**src/rtl/control_unit.sv**
```systemverilog
// control_unit: Moore sequencer producing every datapath/memory strobe of the System CPU, one step per Clock.
module control_unit #(
  parameter int DATA_WIDTH = 32
) (
  input  logic                  Clock,
  input  logic                  clear,
  input  logic                  Stop,
  input  logic [DATA_WIDTH-1:0] IR,
  input  logic                  con_ff_bit,
  output logic                  Run,
  output logic                  HIout,
  output logic                  LOout,
  output logic                  Zhi_out,
  output logic                  Zlo_out,
  output logic                  PCout,
  output logic                  MDRout,
  output logic                  Inport_out,
  output logic                  Cout,
  output logic                  MARin,
  output logic                  Zin,
  output logic                  PCin,
  output logic                  MDRin,
  output logic                  IRin,
  output logic                  Yin,
  output logic                  HIin,
  output logic                  LOin,
  output logic                  CONin,
  output logic                  outport_in,
  output logic                  IncPC,
  output logic                  Gra,
  output logic                  Grb,
  output logic                  Grc,
  output logic                  Rin,
  output logic                  Rout,
  output logic                  BAout,
  output logic                  Mem_Read,
  output logic                  Mem_Write,
  output logic                  Mem_enable512x32,
  output logic [4:0]            opcode
);
  typedef enum logic [3:0] {S_T0, S_T1, S_T2, S_T3, S_T4, S_T5, S_T6, S_T7, S_RESET, S_HALT} state_t;
  state_t state, next;
  logic [4:0] op;
  logic [2:0] last;
  logic is_ld, is_ldi, is_st, is_alu, is_imm, is_md, is_nn, is_br, is_jr, is_jal;
  logic is_in, is_out, is_mfhi, is_mflo, is_halt;
  logic unused;
  assign op      = IR[DATA_WIDTH-1:DATA_WIDTH-5];
  assign unused  = ^IR[DATA_WIDTH-6:0];
  assign is_ld   = op == 5'd0;
  assign is_ldi  = op == 5'd1;
  assign is_st   = op == 5'd2;
  assign is_alu  = op >= 5'd3 && op <= 5'd11;
  assign is_imm  = op >= 5'd12 && op <= 5'd14;
  assign is_md   = op == 5'd15 || op == 5'd16;
  assign is_nn   = op == 5'd17 || op == 5'd18;
  assign is_br   = op == 5'd19;
  assign is_jr   = op == 5'd20;
  assign is_jal  = op == 5'd21;
  assign is_in   = op == 5'd22;
  assign is_out  = op == 5'd23;
  assign is_mfhi = op == 5'd24;
  assign is_mflo = op == 5'd25;
  assign is_halt = op == 5'd27;
  // Index of the final T-step for the current instruction class; nop/halt/undefined end at T2.
  assign last = (is_ld || is_st) ? 3'd7 :
                (is_md || is_br) ? 3'd6 :
                (is_ldi || is_alu || is_imm) ? 3'd5 :
                (is_nn || is_jal) ? 3'd4 :
                (is_jr || is_in || is_out || is_mfhi || is_mflo) ? 3'd3 : 3'd2;
  always_ff @(posedge Clock)
    if (clear) state <= S_RESET;
    else state <= next;
  always_comb begin
    next = state_t'(state + 4'd1);
    if (state == S_RESET) next = S_T0;
    else if (state == S_HALT) next = S_HALT;
    else if (state[2:0] == last) next = (Stop || (state == S_T2 && is_halt)) ? S_HALT : S_T0;
  end
  always_comb begin
    {HIout, LOout, Zhi_out, Zlo_out, PCout, MDRout, Inport_out, Cout} = '0;
    {MARin, Zin, PCin, MDRin, IRin, Yin, HIin, LOin, CONin, outport_in} = '0;
    {IncPC, Gra, Grb, Grc, Rin, Rout, BAout, Mem_Read, Mem_Write, Mem_enable512x32} = '0;
    opcode = '0;
    Run = state != S_RESET && state != S_HALT;
    case (state)
      S_T0: {PCout, IncPC, MARin, Zin} = '1;
      S_T1: {Zlo_out, PCin, MDRin, Mem_Read, Mem_enable512x32} = '1;
      S_T2: {MDRout, IRin} = '1;
      S_T3:
        if (is_ld || is_ldi || is_st) {Grb, BAout, Yin} = '1;
        else if (is_alu || is_imm) {Grb, Rout, Yin} = '1;
        else if (is_md) {Gra, Rout, Yin} = '1;
        else if (is_nn) begin
          {Grb, Rout, Zin} = '1;
          opcode = op;
        end
        else if (is_br) {Gra, Rout, CONin} = '1;
        else if (is_jr) {Gra, Rout, PCin} = '1;
        else if (is_jal) {PCout, Grb, Rin} = '1;
        else if (is_in) {Inport_out, Gra, Rin} = '1;
        else if (is_out) {Gra, Rout, outport_in} = '1;
        else if (is_mfhi) {HIout, Gra, Rin} = '1;
        else if (is_mflo) {LOout, Gra, Rin} = '1;
      S_T4:
        if (is_ld || is_ldi || is_st) begin
          {Cout, Zin} = '1;
          opcode = 5'd3;
        end
        else if (is_alu || is_imm || is_md) begin
          {Zin, Rout} = {1'b1, !is_imm};
          {Grc, Cout, Grb} = {is_alu, is_imm, is_md};
          opcode = op;
        end
        else if (is_nn) {Zlo_out, Gra, Rin} = '1;
        else if (is_br) {PCout, Yin} = '1;
        else if (is_jal) {Gra, Rout, PCin} = '1;
      S_T5:
        if (is_ld || is_st) {Zlo_out, MARin} = '1;
        else if (is_ldi || is_alu || is_imm) {Zlo_out, Gra, Rin} = '1;
        else if (is_md) {Zlo_out, LOin} = '1;
        else if (is_br) begin
          {Cout, Zin} = '1;
          opcode = 5'd3;
        end
      S_T6:
        if (is_ld) {Mem_Read, Mem_enable512x32, MDRin} = '1;
        else if (is_st) {Gra, Rout, MDRin} = '1;
        else if (is_md) {Zhi_out, HIin} = '1;
        else if (is_br) {Zlo_out, PCin} = {1'b1, con_ff_bit};
      S_T7:
        if (is_ld) {MDRout, Gra, Rin} = '1;
        else if (is_st) {Mem_Write, Mem_enable512x32} = '1;
      default: ;
    endcase
  end
endmodule

```
**config.mk**
```make
export PLATFORM = sky130hd
export DESIGN_NAME = control_unit
export DESIGN_NICKNAME = d
export VERILOG_FILES = /design/src/rtl/control_unit.sv
export SDC_FILE = /design/constraint.sdc
export NUM_CORES = 1
export LEC_CHECK = 0
export CAP_MARGIN = 20
export CORE_MARGIN = 2
export CORE_UTILIZATION = 59
export CTS_CLUSTER_DIAMETER = 80
export DETAILED_ROUTE_END_ITERATION = 12
export DONT_BUFFER_PORTS = 1
export PLACE_DENSITY = 0.81
export SYNTH_ARGS = -nofsm -noshare
export SYNTH_HDL_FRONTEND = slang
export SYNTH_SLANG_ARGS = --single-unit
```
**constraint.sdc**
```tcl
create_clock -name Clock -period 3 [get_ports Clock]
set_clock_uncertainty 0.15 [all_clocks]
set_input_delay 0.3 -clock Clock [delete_from_list [all_inputs] [get_ports Clock]]
set_output_delay 0.3 -clock Clock [all_outputs]
set_load 0.01 [all_outputs]
```
Yosys cells after proc, flatten, opt, wreduce, memory -nomap -nowiden. Cells that the tools add are included.

$add $sub $neg: 1. $lt $le $gt $ge: 4. Eq/ne operators: 26. Multiplexer cells: 183. Reduce and logical (&&, ||, !) cells: 25.

Operators with widths (count): $mux W1 (149); $eq A5 B5 Y1 const B (11); $mux W5 (6); $eq A4 B3 Y1 const B (4); $logic_or A1 B1 Y1 (16); $mux W4 (4); $pmux W1 S4 (4); $pmux W5 S3 (1); $pmux W1 S2 (7); $mux W3 (4); $le A5 B4 Y1 const B (2); $pmux W1 S3 (3); $eq A4 B2 Y1 const B (2); $eq A4 B4 Y1 const B (2); $mux W2 (4); $ne A4 B4 Y1 const B (2); $eq A5 B1 Y1 const B (1); $eq A5 B2 Y1 const B (1); $eq A5 B4 Y1 const B (1); $ge A5 B2 Y1 const B (1); $ge A5 B4 Y1 const B (1); $logic_not A5 Y1 (1); $pmux W1 S5 (1); $add A4 B1 Y4 const B (1); other kinds (7) (10).

Register bits: 4. Output and inout port bits: 34. Logic and storage cells: 242.

Logic depth before layout (Yosys ltp). Gate-level depths: netlist of the first run.

Word-level depth: 14. Mapped depth: 8. Depth with buffers taken out: 7.

Worst setup path before layout of the first run. Ideal clock, no wire load.

Kind: register -> output. From: reg state[1]. To: out PCout. Data arrival time: 1.643 ns. Required time: 2.550 ns. Path slack: 0.907 ns. Cell stages (with the launch flop): 8. Cells stage by stage: dfxtp_1 > ha_1 > inv_1 > nor3_1 > nand3_1 > o21ai_1 > nand2_1 > nand2_1.

Longest elaborated chain between the ends: 2.

Ends and longest elaborated chain: start: declaration (RTL line 42) `state_t state, next;`; start signal: assignment (RTL line 73) `else state <= next;`; $eq A4 B3 Y1 (tied with other cells) (RTL line 86) `case (state)`; $pmux W1 S3 (*) (RTL line 86); end: declaration (RTL line 15) `output logic PCout,`.

Every way passes the cells marked *; elsewhere a longest branch is shown, timed or not.

Worst setup path in the final report of the first run.
From: reg state[2]. To: out opcode[1].

Longest elaborated chain between the ends: 2.

Ends and longest elaborated chain: $eq A4 B3 Y1 / $eq A4 B2 Y1 (equally long branches) (RTL line 86); $pmux W5 S3 (*) (RTL line 86); end: declaration (RTL line 39) `output logic [4:0] opcode`.

Marks and branches as above.

==> reports/qor.txt, run 1 <==
Number of flops mapped to enable cells by yosys -> 0
Final weighted congestion in routability-driven placement -> 0.900
CORE AREA -> 1900 um2
Maximum number of pins on one net before global-route repair -> 29
Met2 routed WL -> 1680 um
Number of warning messages in the yosys log -> 0
Cell with the most instances after synthesis -> sky130_fd_sc_hd__nand2_1
Top cells by area in the synthesized netlist -> sky130_fd_sc_hd__nand2_1 (8.5%), sky130_fd_sc_hd__a21oi_1 (7.8%), sky130_fd_sc_hd__dfxtp_1 (6.9%)
Final hold violation count -> 0
Die W -> 48.2 um
Top post-synthesis cells by count -> sky130_fd_sc_hd__nand2_1 (26), sky130_fd_sc_hd__nor2_1 (19), sky130_fd_sc_hd__a21oi_1 (18)
Leakage -> 0.398 nW
Number of I/O port buffers -> 0
Area of combinational cells with multiple inputs -> 966 um2
Vertical extent of the die -> 48.2 um
Class of the tightest hold or removal check -> in2reg
Antenna violations before repair -> 0
Routed length per instance -> 15.5 um
CTS tree -> yes
Count of standard-cell rows -> 16
Commonest register cell after synthesis -> sky130_fd_sc_hd__dfxtp_1
Setup crit end kind -> primary output
Max FFs per register -> 4
Number of slew-limit violations in the final report -> 0
Gate Count Post-Synth -> 187
Via total after detailed routing -> 1,365
Relative slew margins -> 65.3%
Sort of element at the start of the critical path -> register
Layout overhead on the synthesized area -> 0.217%
Routed metal-1 wirelength -> 1260 um
Fill cell instance count of the final layout -> 194
Final setup fails -> 0
Peak supply drop -> 0.510 mV
TNS Setup -> 0 ps
Post-layout nets -> 220
Via density per instance -> 6.66
Net switching component of the power -> 0.000279 W
Flip-flop and latch area -> 80.1 um2
Total GRT Usage -> 25.9%
Period minus WS final -> 2590 ps
Post CTS Setup Buffer Count -> 0
Crit Path Class -> reg2out
Cell area reported after detailed placement -> 1120 um2
Area of the die -> 2330 um2
Final non-filler cell area -> 1160 um2
Remaining design rule violation count -> 0
Uppermost layer routed -> met4
Outcome -> completed
Fraction of final layout cells with drive strength greater than 1 -> 6.74%
CTS Root Cell -> sky130_fd_sc_hd__clkbuf_4
Global-route wire length before repair -> 4440 um
Largest registers ranked by flip-flop count -> state x4
Seq/Total Area, Yosys -> 6.93%
Clk buf depth -> 2
Share of the clock period used by the worst path -> 86.4%
Metal3 WL -> 194 um
PwrDens -> 456 nW/um2
Clk Latency, worst-skew pair -> 230 ps
Net Count, Synth -> 227
Switching power as a share of total power -> 53.0%
Inserted Diodes -> 0
Number of violations reported at the end of detailed-routing iteration 0 -> 66
Final HPWL from detailed placement -> 2370 um
Setup repair after global routing missed its margin -> no
Yosys top cell by area -> sky130_fd_sc_hd__nand2_1
Ys async rst share -> 0%
Share of total power in the clock network -> 12.2%
Fraction of power consumed by combinational cells -> 68.6%
Total wire length after detailed routing -> 3180 um
Number of sinks driven by the clock tree -> 4
DRT Pass-1 Iters -> 4
Endpoint arrival time on the critical path -> 2140 ps
Cell area after synthesis -> 1150 um2
Number of global-route vias before repair -> 1,067
# IOs -> 70
Maximum operating frequency -> 386 MHz
Per-instance average area after synthesis -> 6.18 um2
Post-cts sizing count -> 0
Worst-path fanout max -> 9
Hold Buf Count CTS -> 1
Clock transition time at the flip-flop clock pins of the worst setup and hold paths -> 40 ps
Required time worst endpoint -> 2550 ps
Total clock buffers created by CTS -> 3
Total of max-cap violations -> 0
Fraction of post-synthesis cell area in the top cell type by area -> 8.45%
Tightest Pin Transition -> 508 ps
Internal -> 0.000248 W
Starting density of the core -> 60.7%
Leftover overflow at the end of global routing -> 0
Register bit count reported by yosys -> 4
# H-tree levels -> 1
Distinct cells, synth -> 51
Register with the most flip-flops -> state
Share of power burned in registers -> 19.2%
Final ANT Viol Nets -> 0
-- stage by stage --
step	hold slack [ps]	worst slack, ps	util (%)	power, W	instances
final	111	408	60.9	0.000527	205
after global routing	118	229	60.9	0.000577	205
after CTS	107	460	60.9	0.000527	205
after detailed placement	224	715	59.1	0.000457	201
after global placement	223	753	59.1	0.000443	201
after floorplan	221	907	-	0.000413	187
-- layer usage --
layer | GRT usage [%] | vias up
li1 | - | 655
met1 | 30.9 | 634
met2 | 49.2 | 70
met3 | 1.85 | 6
met4 | 6.49 | 0
met5 | 0 | -
-- area by class of cell --
class | count | share of cell area [%]
multi-input cells | 160 | 83.5
repair buffers | 3 | 2.16
flip-flops and latches | 4 | 6.92
inverters | 8 | 2.59
clock buffers | 3 | 1.95
well taps | 27 | 2.92
-- kinds of logic after synthesis --
kind of cell | synth area share [%]
AO/OA/AOI/OAI | 34.1
XOR/XNOR | 2.93
adder cells (fa/ha/maj) | 4.33
buffers and inverters | 9.43
flip-flops | 6.93
multiplexers | 1.84
AND/OR/NAND/NOR | 40.4
-- cells in the final DEF (no fill, tap or decap), drive strengths merged, types with 2 or more instances in the layout --
| master | n |
|---|---|
| a31oi | 3 |
| o31ai | 2 |
| dfxtp | 4 |
| nand3 | 9 |
| nand4 | 2 |
| a21oi | 18 |
| a211o | 3 |
| o21a | 3 |
| o211ai | 4 |
| xnor2 | 2 |
| nand2b | 6 |
| o22ai | 3 |
| inv | 8 |
| nor3 | 2 |
| nor4 | 2 |
| nand3b | 4 |
| nand2 | 26 |
| and2 | 9 |
| nor2b | 4 |
| nor2 | 20 |
| ha | 4 |
| o21ai | 16 |
| buf | 2 |
| clkbuf | 3 |
-- power groups by stage --
stage / combinational, W / clock, W / sequential, W
2_1_floorplan: 0.000320 / 0 / 0.0000928
3_3_place_gp: 0.000343 / 0 / 0.000101
3_5_place_dp: 0.000355 / 0 / 0.000102
4_1_cts: 0.000358 / 0.0000667 / 0.000102
5_1_grt: 0.000402 / 0.0000697 / 0.000106
6_report: 0.000362 / 0.0000643 / 0.000101
-- worst max-delay path: stages, from the launching register on --
cell                      delay [ps]
sky130_fd_sc_hd__dfxtp_1         510
sky130_fd_sc_hd__nor2b_1         370
sky130_fd_sc_hd__nand2_1         270
sky130_fd_sc_hd__nor2_1          320
sky130_fd_sc_hd__a21oi_1         120
sky130_fd_sc_hd__o21ai_0         330
-- final timing paths --
| kind | from | to | cells past startpoint | slack, ps |
|---|---|---|---|---|
| setup / recovery | state[2] | opcode[1] | 5 | 410 |
| hold / removal | clear | state[0] | 2 | 110 |
| setup reg to reg | state[0] | state[0] | 7 | 1190 |
| hold reg to reg | state[0] | state[0] | 2 | 440 |
(Power assumes the default switching activity.)
==> run 2, diff against run 1 <==
--- a/config.mk
+++ b/config.mk
@@ -11,7 +11,7 @@
 export CTS_CLUSTER_DIAMETER = 80
 export DETAILED_ROUTE_END_ITERATION = 12
 export DONT_BUFFER_PORTS = 1
-export PLACE_DENSITY = 0.81
+export PLACE_DENSITY_LB_ADDON = 0.3
 export SYNTH_ARGS = -nofsm -noshare
 export SYNTH_HDL_FRONTEND = slang
 export SYNTH_SLANG_ARGS = --single-unit
==> constraint.sdc (replaced) <==
create_clock -name Clock -period 3.2 [get_ports Clock]
set_clock_uncertainty 0.15 [all_clocks]
set_input_delay 0.32 -clock Clock [delete_from_list [all_inputs] [get_ports Clock]]
set_output_delay 0.32 -clock Clock [all_outputs]
set_load 0.01 [all_outputs]
==> reports/qor.txt, run 2 (synthesized netlist as in run 1, its figures left out) <==
CTS Root Cell -> sky130_fd_sc_hd__clkbuf_4
DRT Pass-1 Iters -> 6 (+2)
Leading cell types in the layout, fill and taps excluded -> sky130_fd_sc_hd__nand2_1 (26), sky130_fd_sc_hd__nor2_1 (19), sky130_fd_sc_hd__a21oi_1 (18), sky130_fd_sc_hd__o21ai_0 (14), sky130_fd_sc_hd__nand3_1 (9)
PwrDens -> 429 nW/um2 (-5.8%)
Endpoint arrival time on the critical path -> 2190 ps (+50 ps)
Number of violations reported at the end of detailed-routing iteration 0 -> 54 (-18%)
Register-to-Register Setup Slack -> 1400 ps (+210 ps)
Number of global-route vias before repair -> 1,066 (-0.094%)
Total clock buffers created by CTS -> 3 (unchanged)
Fill cell instance count of the final layout -> 188 (-3.1%)
Switching power as a share of total power -> 52.7% (-0.27 points)
Total wire length after detailed routing -> 3160 um (-0.63%)
Crit Path Class -> reg2out
# H-tree levels -> 1 (unchanged)
Die W -> 48.2 um (unchanged)
Final weighted congestion in routability-driven placement -> 0.915 (+1.7%)
Clk buf depth -> 2 (unchanged)
Worst-path fanout max -> 9 (unchanged)
CORE AREA -> 1900 um2 (unchanged)
Fraction of power consumed by combinational cells -> 68.4% (-0.2 points)
Remaining design rule violation count -> 0 (unchanged)
Cell area reported after detailed placement -> 1120 um2 (-0.67%)
Maximum number of pins on one net before global-route repair -> 29 (unchanged)
Number of I/O port buffers -> 0 (unchanged)
Area of the die -> 2330 um2 (unchanged)
Most common library cell in the layout ignoring fill and taps -> sky130_fd_sc_hd__nand2_1
TNS Setup -> 0 ps (unchanged)
Antenna violations before repair -> 0 (unchanged)
Leakage -> 0.392 nW (-1.4%)
Internal -> 0.000233 W (-5.9%)
Post CTS Setup Buffer Count -> 0 (unchanged)
Outcome -> completed
Via density per instance -> 6.61 (-0.69%)
Fraction of final layout cells with drive strength greater than 1 -> 6.21% (-0.53 points)
Leftover overflow at the end of global routing -> 0 (unchanged)
Maximum operating frequency -> 375 MHz
Net switching component of the power -> 0.000260 W (-6.9%)
Layout overhead on the synthesized area -> -0.434%
Period minus WS final -> 2660 ps
Max FFs per register -> 4 (unchanged)
Inserted Diodes -> 0 (unchanged)
Final HPWL from detailed placement -> 2290 um (-3.4%)
Share of power burned in registers -> 19.1% (about the same)
Largest delay contributor family on the critical path -> compound AO/OA/AOI/OAI gates
Sort of element at the start of the critical path -> register
Total of max-cap violations -> 0 (unchanged)
Count of standard-cell rows -> 16 (unchanged)
Power after layout -> 0.000494 W (-6.4%)
Starting density of the core -> 60.7% (unchanged)
Total GRT Usage -> 25.4% (-0.51 points)
Post-layout nets -> 219 (-0.45%)
Share of the clock period used by the worst path -> 83.3%
Hold Buf Count CTS -> 0 (-1)
Standard cell with the maximum stage delay on the critical path -> sky130_fd_sc_hd__a2111oi_0
Number of sinks driven by the clock tree -> 4 (unchanged)
Maximum cell stage delay along the critical path -> 800 ps (+290 ps)
Cell chain of the critical path -> nor2b_1, nand2_1, a2111oi_0
Vertical extent of the die -> 48.2 um (unchanged)
Tightest Pin Transition -> 876 ps (+368 ps)
WP buf/inv -> 0 (unchanged)
Final ANT Viol Nets -> 0 (unchanged)
Final non-filler cell area -> 1150 um2 (-0.65%)
CTS tree -> yes
Setup repair after global routing missed its margin -> no
Share of total power in the clock network -> 12.4% (+0.2 points)
Relative slew margins -> 40.1% (-25 points)
Required time worst endpoint -> 2730 ps (+180 ps)
Via total after detailed routing -> 1,349 (-1.2%)
Global-route wire length before repair -> 4350 um (-2.0%)
Post-cts sizing count -> 0 (unchanged)
Final hold violation count -> 0 (unchanged)
Register with the most flip-flops -> state
Clk Latency, worst-skew pair -> 230 ps (about the same)
Class of the tightest hold or removal check -> in2reg
Routed length per instance -> 15.5 um (-0.14%)
Number of slew-limit violations in the final report -> 0 (unchanged)
Peak supply drop -> 0.447 mV (-12%)
Largest registers ranked by flip-flop count -> state x4
# IOs -> 70 (unchanged)
Cell total after placement -> 200 (-0.50%)
Clock transition time at the flip-flop clock pins of the worst setup and hold paths -> 40 ps (about the same)
Final setup fails -> 0 (unchanged)
Non-filler cells in the finished layout -> 204 (-0.49%)
Setup crit end kind -> primary output
==> run 2: cell types whose count changed in the layout (fill, tap and decap cells not counted) <==
cell                    delta
sky130_fd_sc_hd__buf_4     -1
==> run 2: path summary, 6_finish.rpt <==
kind / startpoint / end / cells past startpoint
worst max-delay path: state[2] / Grc / 3
worst min-delay path: clear / state[1] / 1
worst max register to register: state[0] / state[0] / 7
worst min register to register: state[0] / state[0] / 2
==> run 2: final cells by class <==
type	count	area (um2)	share of cell area (%)
Multi-Input combinational cell	160	966	84.0
Sequential cell	4	80.1	6.96
Timing Repair Buffer	2	17.5	1.52
Inverter	8	30.0	2.61
Tap cell	27	33.8	2.94
Clock buffer	3	22.5	1.96
==> run 2: worst reg2reg max path, stage by stage (launching register included) <==
cell,delay [ps]
sky130_fd_sc_hd__dfxtp_1,390
sky130_fd_sc_hd__inv_1,120
sky130_fd_sc_hd__ha_1,270
sky130_fd_sc_hd__nand2_1,100
sky130_fd_sc_hd__inv_1,90
sky130_fd_sc_hd__a31oi_1,300
sky130_fd_sc_hd__nand4_1,150
sky130_fd_sc_hd__o211a_1,130
==> run 2: power groups by stage <==
stage	Sequential (W)	Clock (W)	Combinational (W)
6_report	0.0000945	0.0000614	0.000338
2_1_floorplan	0.0000870	0	0.000300
5_1_grt	0.0000965	0.0000666	0.000373
3_5_place_dp	0.0000941	0	0.000328
3_3_place_gp	0.0000934	0	0.000321
4_1_cts	0.0000933	0.0000628	0.000332
==> run 2: per-stage QoR <==
stage	util (%)	hold WS, ps	worst slack (ps)
after floorplan	-	241	1090
after global placement	58.8	243	863
after detailed placement	58.8	246	809
after CTS	59.9	1.72	555
after global routing	60.5	10.2	363
final	60.5	10.8	535
==> run 2: routing by layer <==
| layer | GRT usage [%] | share of wire (%) | vias up |
|---|---|---|---|
| met1 | 31.0 | 43 | 630 |
| li1 | - | - | 647 |
| met3 | 4.44 | 7.4 | 6 |
| met4 | 5.41 | 1.5 | 0 |
| met2 | 46.1 | 48 | 66 |
| met5 | 0 | 0 | - |
